--- src/rtl/cmd_proc_if.sv ---
// UART_comm <-> cmd_proc handshake bundle: command in, response byte out.
interface cmd_proc_if;
  logic        cmd_rdy;
  logic [23:0] cmd;
  logic        tx_done;
  logic        clr_cmd_rdy;
  logic        trmt;
  logic [7:0]  tx_data;

  modport master (output cmd_rdy, cmd, tx_done, input  clr_cmd_rdy, trmt, tx_data);
  modport slave  (input  cmd_rdy, cmd, tx_done, output clr_cmd_rdy, trmt, tx_data);
endinterface

--- src/rtl/cmd_proc.sv ---
// Command processor behind UART_comm: decodes write/read/ping against an 8-bit regfile
// and returns one response byte. Optional tx watchdog enabled by CMD_PROC_WDOG_EN.
module cmd_proc #(
  parameter int          NUM_REGS   = 8,
  parameter logic [7:0]  ACK_BYTE   = 8'hA5,
  parameter logic [7:0]  NAK_BYTE   = 8'hEE,
  parameter int          TX_TIMEOUT = 20000
) (
  input  logic                  clk,
  input  logic                  rst,
  cmd_proc_if.slave             uif,
  output logic [NUM_REGS*8-1:0] regs,
  output logic                  busy,
  output logic                  tx_err
);
  localparam int AW = (NUM_REGS > 1) ? $clog2(NUM_REGS) : 1;

  typedef enum logic [1:0] {IDLE, EXEC, SEND, WAIT} state_t;

  state_t                     state_q, state_d;
  logic [23:0]                cmd_q, cmd_d;
  logic [7:0]                 resp_q, resp_d;
  logic [7:0]                 tx_data_q, tx_data_d;
  logic                       clr_q, clr_d;
  logic                       trmt_q, trmt_d;
  logic                       busy_q, busy_d;
  logic [NUM_REGS-1:0][7:0]   regs_q, regs_d;

  logic [7:0] op, addr, data;
  logic       addr_ok;

  assign op   = cmd_q[23:16];
  assign addr = cmd_q[15:8];
  assign data = cmd_q[7:0];
  // Full 8-bit unsigned compare so out-of-range addresses never alias onto low bits.
  assign addr_ok = ({24'd0, addr} < NUM_REGS);

  if (TX_TIMEOUT < 1) begin : g_bad_cfg
    $error("cmd_proc: TX_TIMEOUT must be positive");
  end

`ifdef CMD_PROC_WDOG_EN
  localparam int CW = $clog2(TX_TIMEOUT + 1);
  logic [CW-1:0] cnt_q, cnt_d;
  logic          tx_err_q, tx_err_d;
  assign tx_err = tx_err_q;
`else
  assign tx_err = 1'b0;
`endif

  always_comb begin
    state_d   = state_q;
    cmd_d     = cmd_q;
    resp_d    = resp_q;
    tx_data_d = tx_data_q;
    clr_d     = 1'b0;
    trmt_d    = 1'b0;
    busy_d    = busy_q;
    regs_d    = regs_q;
`ifdef CMD_PROC_WDOG_EN
    cnt_d     = cnt_q;
    tx_err_d  = tx_err_q;
`endif
    case (state_q)
      IDLE: if (uif.cmd_rdy) begin
        cmd_d   = uif.cmd;
        clr_d   = 1'b1;
        busy_d  = 1'b1;
        state_d = EXEC;
      end
      EXEC: begin
        resp_d  = NAK_BYTE;
        state_d = SEND;
        case (op)
          8'h01: if (addr_ok) begin
            regs_d[addr[AW-1:0]] = data;
            resp_d               = ACK_BYTE;
          end
          8'h02: if (addr_ok) resp_d = regs_q[addr[AW-1:0]];
          8'h03: resp_d = ACK_BYTE;
          default: ;
        endcase
      end
      SEND: begin
        trmt_d    = 1'b1;
        tx_data_d = resp_q;
        state_d   = WAIT;
`ifdef CMD_PROC_WDOG_EN
        cnt_d     = '0;
`endif
      end
      WAIT: begin
        // tx_done during the trmt cycle may be stale from the previous byte.
        if (!trmt_q && uif.tx_done) begin
          state_d = IDLE;
          busy_d  = 1'b0;
        end
`ifdef CMD_PROC_WDOG_EN
        else if (cnt_q == CW'(TX_TIMEOUT - 1)) begin
          tx_err_d = 1'b1;
          state_d  = IDLE;
          busy_d   = 1'b0;
        end else begin
          cnt_d = cnt_q + 1'b1;
        end
`endif
      end
      default: begin
        state_d = IDLE;
        busy_d  = 1'b0;
      end
    endcase
  end

  always_ff @(posedge clk or posedge rst) begin
    if (rst) begin
      state_q   <= IDLE;
      cmd_q     <= '0;
      resp_q    <= '0;
      tx_data_q <= '0;
      clr_q     <= 1'b0;
      trmt_q    <= 1'b0;
      busy_q    <= 1'b0;
      regs_q    <= '0;
`ifdef CMD_PROC_WDOG_EN
      cnt_q     <= '0;
      tx_err_q  <= 1'b0;
`endif
    end else begin
      state_q   <= state_d;
      cmd_q     <= cmd_d;
      resp_q    <= resp_d;
      tx_data_q <= tx_data_d;
      clr_q     <= clr_d;
      trmt_q    <= trmt_d;
      busy_q    <= busy_d;
      regs_q    <= regs_d;
`ifdef CMD_PROC_WDOG_EN
      cnt_q     <= cnt_d;
      tx_err_q  <= tx_err_d;
`endif
    end
  end

  assign uif.clr_cmd_rdy = clr_q;
  assign uif.trmt        = trmt_q;
  assign uif.tx_data     = tx_data_q;
  assign regs            = regs_q;
  assign busy            = busy_q;
endmodule

--- src/flat_wrapper.sv ---
// flat-port wrapper written by rule: the top's interface ports become plain ports
module cmd_proc_flat 
#(
  parameter int          NUM_REGS   = 8,
  parameter logic [7:0]  ACK_BYTE   = 8'hA5,
  parameter logic [7:0]  NAK_BYTE   = 8'hEE,
  parameter int          TX_TIMEOUT = 20000
)
  (clk, rst, regs, busy, tx_err, uif_cmd_rdy, uif_cmd, uif_tx_done, uif_clr_cmd_rdy, uif_trmt, uif_tx_data);
  cmd_proc_if uif_i ();
  input  logic clk;
  input  logic rst;
  output logic [NUM_REGS*8-1:0] regs;
  output logic busy;
  output logic tx_err;
  input wire logic [$bits(uif_i.cmd_rdy)-1:0] uif_cmd_rdy;
  input wire logic [$bits(uif_i.cmd)-1:0] uif_cmd;
  input wire logic [$bits(uif_i.tx_done)-1:0] uif_tx_done;
  output wire logic [$bits(uif_i.clr_cmd_rdy)-1:0] uif_clr_cmd_rdy;
  output wire logic [$bits(uif_i.trmt)-1:0] uif_trmt;
  output wire logic [$bits(uif_i.tx_data)-1:0] uif_tx_data;
  assign uif_i.cmd_rdy = uif_cmd_rdy;
  assign uif_i.cmd = uif_cmd;
  assign uif_i.tx_done = uif_tx_done;
  assign uif_clr_cmd_rdy = uif_i.clr_cmd_rdy;
  assign uif_trmt = uif_i.trmt;
  assign uif_tx_data = uif_i.tx_data;
  cmd_proc #(.NUM_REGS(NUM_REGS), .ACK_BYTE(ACK_BYTE), .NAK_BYTE(NAK_BYTE), .TX_TIMEOUT(TX_TIMEOUT)) u_core (.clk(clk), .rst(rst), .uif(uif_i), .regs(regs), .busy(busy), .tx_err(tx_err));
endmodule
--- config.mk ---
export PLATFORM = sky130hd
export DESIGN_NAME = cmd_proc_flat
export DESIGN_NICKNAME = d
export VERILOG_FILES = /design/src/rtl/cmd_proc_if.sv /design/src/rtl/cmd_proc.sv /design/src/flat_wrapper.sv
export SDC_FILE = /design/constraint.sdc
export NUM_CORES = 1
export LEC_CHECK = 0
export ABC_AREA = 1
export CAP_MARGIN = 25
export CELL_PAD_IN_SITES_DETAIL_PLACEMENT = 1
export CELL_PAD_IN_SITES_GLOBAL_PLACEMENT = 2
export CORE_UTILIZATION = 32
export CTS_CLUSTER_SIZE = 28
export DETAILED_ROUTE_END_ITERATION = 8
export PLACE_DENSITY = 0.92
export SLEW_MARGIN = 20
export SYNTH_ARGS = -nofsm -noshare
export SYNTH_HDL_FRONTEND = slang
export SYNTH_SLANG_ARGS = --single-unit
--- constraint.sdc ---
create_clock -name clk -period 7.05 [get_ports clk]
set_input_delay 0.705 -clock clk [delete_from_list [all_inputs] [get_ports clk]]
set_output_delay 0.705 -clock clk [all_outputs]
set_load 0.02 [all_outputs]
# Word level (Yosys, flattened, before mapping)
# Index checks and enable logic that the tools add are counted.
# Widths: inputs -> output; s select.
dict set report totals {
  register_bits 109
  latchBits 0
  ram_bits 0
  romBits 0
  in_bits 28
  out_inout_bits 76
  elab_cells 52
  mem_count 0
}
dict set report classes {
  add_sub_neg 0
  mul 0
  div 0
  magnitude_cmp 3
  eq_ne 8
  n_shift 0
  mux 17
  bitwise_logic 0
  reduce_logical 9
}
# operator count
set op_table {}
lappend op_table {{$bwmux 64} 1}
lappend op_table {{$bmux 8 s3} 1}
lappend op_table {{$demux 8 s3} 1}
lappend op_table {{$mux 8} 3}
lappend op_table {{$pmux 8 s3} 1}
lappend op_table {{$eq 8x2->1 const B} 2}
lappend op_table {{$eq 8x1->1 const B} 1}
lappend op_table {{$lt 8x4->1 const B} 1}
lappend op_table {{$pmux 2 s4} 1}
lappend op_table {{$mux 7} 1}
lappend op_table {{$reduce_and 3->1} 2}
lappend op_table {{$mux 1} 5}
lappend op_table {{$eq 2x2->1 const B} 2}
lappend op_table {{$lt 3x4->1 const B} 1}
lappend op_table {{$mux 2} 2}
lappend op_table {{$reduce_and 2->1} 2}
lappend op_table {{$ge 3x1->1 const B} 1}
lappend op_table {{$eq 2x1->1 const B} 1}
lappend op_table {{$logic_and 1x1->1} 2}
lappend op_table {{$logic_not 2->1} 1}
lappend op_table {{$ne 2x1->1 const B} 1}
lappend op_table {{$ne 2x2->1 const B} 1}
lappend op_table {{$pmux 1 s2} 1}
lappend op_table {{$reduce_bool 2->1} 1}
lappend op_table {{$logic_not 1->1} 1}

# Longest topological paths before layout
dict set report logic_depth {
  depth_word 5
  depth_mapped 11
  ltp_nobuf 10
}

# Least setup slack after synthesis
# Ideal clock, no wire load.
dict set report synth_timing {
  path_kind {input to register}
  start {in uif_cmd_rdy}
  end {reg u_core.cmd_q[19]}
  setup_time_ps 132
  arrival_ps 1453
  required_time_ps 6918
  setup_slack_ps 5466
  path_stages 5
  path_buffers 2
  path_cell_list {nand2_1 inv_1 clkbuf_1 clkbuf_1 o21ai_0}
}
dict set report synth_via {
  elab_chain_cells 1
}
# element line
set synth_lines {}
lappend synth_lines {{from (decl)} flat_wrapper.sv:16} ;# input wire logic [$bits(uif_i.cmd_rdy)-1:0] uif_cmd_rdy;
lappend synth_lines {{$reduce_and 2->1 (no source line)} --}
lappend synth_lines {{to (signal assigned)} cmd_proc.sv:131} ;# cmd_q <= cmd_d;
lappend synth_lines {{to (decl)} cmd_proc.sv:21} ;# logic [23:0] cmd_q, cmd_d;
# No other way between the ends.
# A chain may end at the register's enable or synchronous reset.

# Worst setup path in the final report
dict set report layout_timing {
  start {reg u_core.state_q[1]}
  end {reg u_core.regs_q (netlist bit u_core.regs[59])}
}
dict set report layout_via {
  elab_chain_cells 2
}
# element line
set layout_lines {}
lappend layout_lines {{from (decl)} cmd_proc.sv:20} ;# state_t state_q, state_d;
lappend layout_lines {{from (signal assigned)} cmd_proc.sv:130} ;# state_q <= state_d;
lappend layout_lines {{$eq 2x1->1} cmd_proc.sv:64} ;# case (state_q)
lappend layout_lines {{$reduce_and 3->1 (no source line)} --}
lappend layout_lines {{to (signal assigned)} cmd_proc.sv:137} ;# regs_q <= regs_d;
lappend layout_lines {{to (decl)} cmd_proc.sv:27} ;# logic [NUM_REGS-1:0][7:0] regs_q, regs_d;
# No other way between the ends.

==> flow_metrics.tcl <==
set metrics [dict create \
    relSlewSlack_pct 39.76 \
    synth_area_leader_cell "dfrtp_1" \
    rows 45 \
    crit_chain "inv_1 -> ha_1 -> nand3_4 -> inv_4 -> nand2_2 -> nand2_1 -> nand2_1" \
    die_y_um 128.2 \
    grt_overflow 0 \
    synthCells 634 \
    first_global_vias 4840 \
    n_antenna_cell 0 \
    status "finished, final reports clean" \
    ys_types 29 \
    cts_root_buffer "clkbuf_16" \
    startpoint_type "flip-flop" \
    routed_wl_um 16210 \
    drv_cap 0 \
    grtUsageTotal_pct 21.11 \
    fin_crit_sh_pct 31.26 \
    synth_ff_type "dfrtp_1" \
    cts_max_level 3 \
    ioPinCount 104 \
    power_frac_clock_pct 26.4 \
    synth_area_leaders "dfrtp_1 53%, nand2_1 20%, nand3_1 6.2%" \
    dieArea_um2 16440 \
    dp_cells 921 \
    cts_hold_buffers 0 \
    synth.most_common_cell "nand2_1" \
    swShare_pct 40.29 \
    slowest_delay_ns 0.48 \
    clock-sinks 109 \
    synth_common_cells "266 x nand2_1, 109 x dfrtp_1, 63 x nand3_1" \
    comb_power_share_pct 31.0 \
    cp_max_fo 54 \
    synth_edf_count 0 \
    ys.warnings.count 0 \
    coreArea_um2 15370 \
    p_leak_uw 0.003175 \
    clock_skew_ns 0.01087 \
    finalHoldViolCount 0 \
    syn_area_um2 5099 \
    p_seq_share_pct 42.6 \
    p_per_area_nw_per_um2 306.3 \
    power_uw 2020 \
    clkLatencyLatePin_ns 0.36 \
    seq_area_frac_synth_pct 53.50 \
    avgSynthCellArea_um2 8.042 \
    setup-violations-final 0 \
    cpMaxStageDelayCell "inv_4" \
    grt_max_degree 69 \
    critical_path_class "flip-flop to flip-flop" \
    crit_path_frequent_cell "nand2_1" \
    final_util_pct 42.90 \
    initial_core_util_pct 33.17 \
    clk_pin_slew_worst_paths_ns 0.07 \
    setup_tns_ns 0 \
    cts_tree "yes" \
    port_buffers 102 \
    area_growth_pct 29.33 \
    slew_violations 0 \
    final_cells 938 \
    numCtsBuffers 9 \
    synth.ff_latch_count 109 \
    rsz0062_at_grt "false" \
    grt_first_pass_wirelength_um 26300 \
    post_cts_buffers 0 \
    ir_worst_vdd_mv 0.1374 \
    drt_iter0_markers 187 \
    wl_per_cell_um 17.28 \
    vias 4539 \
    clk_path_buf_depth 2 \
    final_antenna_net_count 0 \
    hpwl_um 11470 \
    place_congestion 0.8190 \
    post_cts_resized 0 \
    max_freq_ghz 0.4537 \
    antenna_found_initial 0 \
    worstPathRequired_ns 7.30 \
    drt-vias-per-instance 4.839 \
    layout_min_cycle_time_ns 2.204 \
    critPathBufInv 2 \
    fp.dieW_um 128.2 \
    async_flop_share_pct 100.0 \
    netSwitchingPower_uw 813.8 \
    critPathCaptureType "flip-flop" \
    syn_nets 666 \
    min_path_type "flip-flop to flip-flop" \
    cp.arrival_ns 2.45 \
    drt_first_pass_iters 4 \
    nNetsFinal 754 \
    cpLargestDelayFamily "simple AND/OR/NAND/NOR gates" \
    drc 0 \
    p_int_uw 1206 \
    synth_top_area_share_pct 53.50 \
    final_layout_size_suffix_gt1_share_pct 7.840 \
    worst_pin_slew_ns 0.9035 \
]
## per-stage QoR
| step | setup slack, ns | instance area [um2] | hold slack [ns] |
|---|---|---|---|
| 2_1_floorplan | 3.471 | 5099 | 0.4434 |
| 3_3_place_gp | 4.397 | 6256 | 0.4741 |
| 3_5_place_dp | 4.200 | 6256 | 0.4716 |
| 4_1_cts | 4.498 | 6566 | 0.4895 |
| 5_1_grt | 4.639 | 6594 | 0.5373 |
| 6_report | 4.846 | 6594 | 0.4933 |
## power groups by stage
stage	clock [uW]	combinational, uW	sequential [uW]
floorplan	0	458	791
global placement	0	599	867
detailed placement	0	617	873
CTS	544	625	860
global route	568	705	872
finish	533	626	860
## state kept, by name, indices dropped and copies added, names as in the netlist
name and flops:
u_core.cmd_q 24, u_core.busy 1, u_core.uif.trmt 1, u_core.resp_q 8
u_core.regs 64, u_core.uif.clr_cmd_rdy 1, u_core.uif.tx_data 8, u_core.state_q 2
## routing by layer
| layer | global-route usage [%] | routed length [um] |
|---|---|---|
| met1 | 28.75 | 7701 |
| met2 | 34.12 | 7538 |
| met3 | 3.005 | 667 |
| met4 | 7.682 | 300 |
| met5 | 0 | 0 |
## final timing paths
path	from	end	slack [ns]	cells after the start
max reg2reg	u_core.state_q[1]	u_core.regs[59]	4.85	7
min in group asynchronous	rst	u_core.cmd_q[7]	0.75	2
max in group asynchronous	rst	u_core.resp_q[0]	5.00	3
max	u_core.state_q[1]	u_core.regs[59]	4.85	7
min	u_core.cmd_q[13]	u_core.cmd_q[13]	0.49	2
min reg2reg	u_core.cmd_q[13]	u_core.cmd_q[13]	0.49	2
## tightest hold or removal path, delay by kind of cell (launching register included)
kind          cells  cell delay, ns
flops             1            0.35
simple gates      2            0.12
## cell usage in the layout, fill, tap and decap left out, drive strengths merged, types with 8 or more instances in the layout
cell           Yosys  routed
a21oi             11      11
o21ai             26      26
nand2            272     272
dfrtp            109     109
inv               43      44
clkbuf            15      10
nor2              51      51
clkdlybuf4s50      0     102
mux2               8       8
nand3             64      64
## cell type report
| type | instances | area [um2] |
|---|---|---|
| clock inverters | 6 | 71.32 |
| flip-flops and latches | 109 | 2728 |
| repair buffers | 105 | 1064 |
| clock buffers | 10 | 239.0 |
| well taps | 211 | 264.0 |
| inverters | 43 | 166.4 |
| multi-input cells | 454 | 2062 |
| fillers | 1821 | 8777 |
## kinds of logic (layout without fill, tap and decap cells)
logic type / after synthesis / after routing / share of synthesized area, %
AO/OA/AOI/OAI: 46 / 46 / 4.908
adder cells (fa/ha/maj): 4 / 4 / 0.9816
multiplexers: 8 / 8 / 1.767
AND/OR/NAND/NOR: 395 / 395 / 32.71
buffers and inverters: 71 / 164 / 6.061
other: 1 / 1 / 0.07355
flip-flops: 109 / 109 / 53.50
Note: power is estimated with default switching activity, not from simulation.
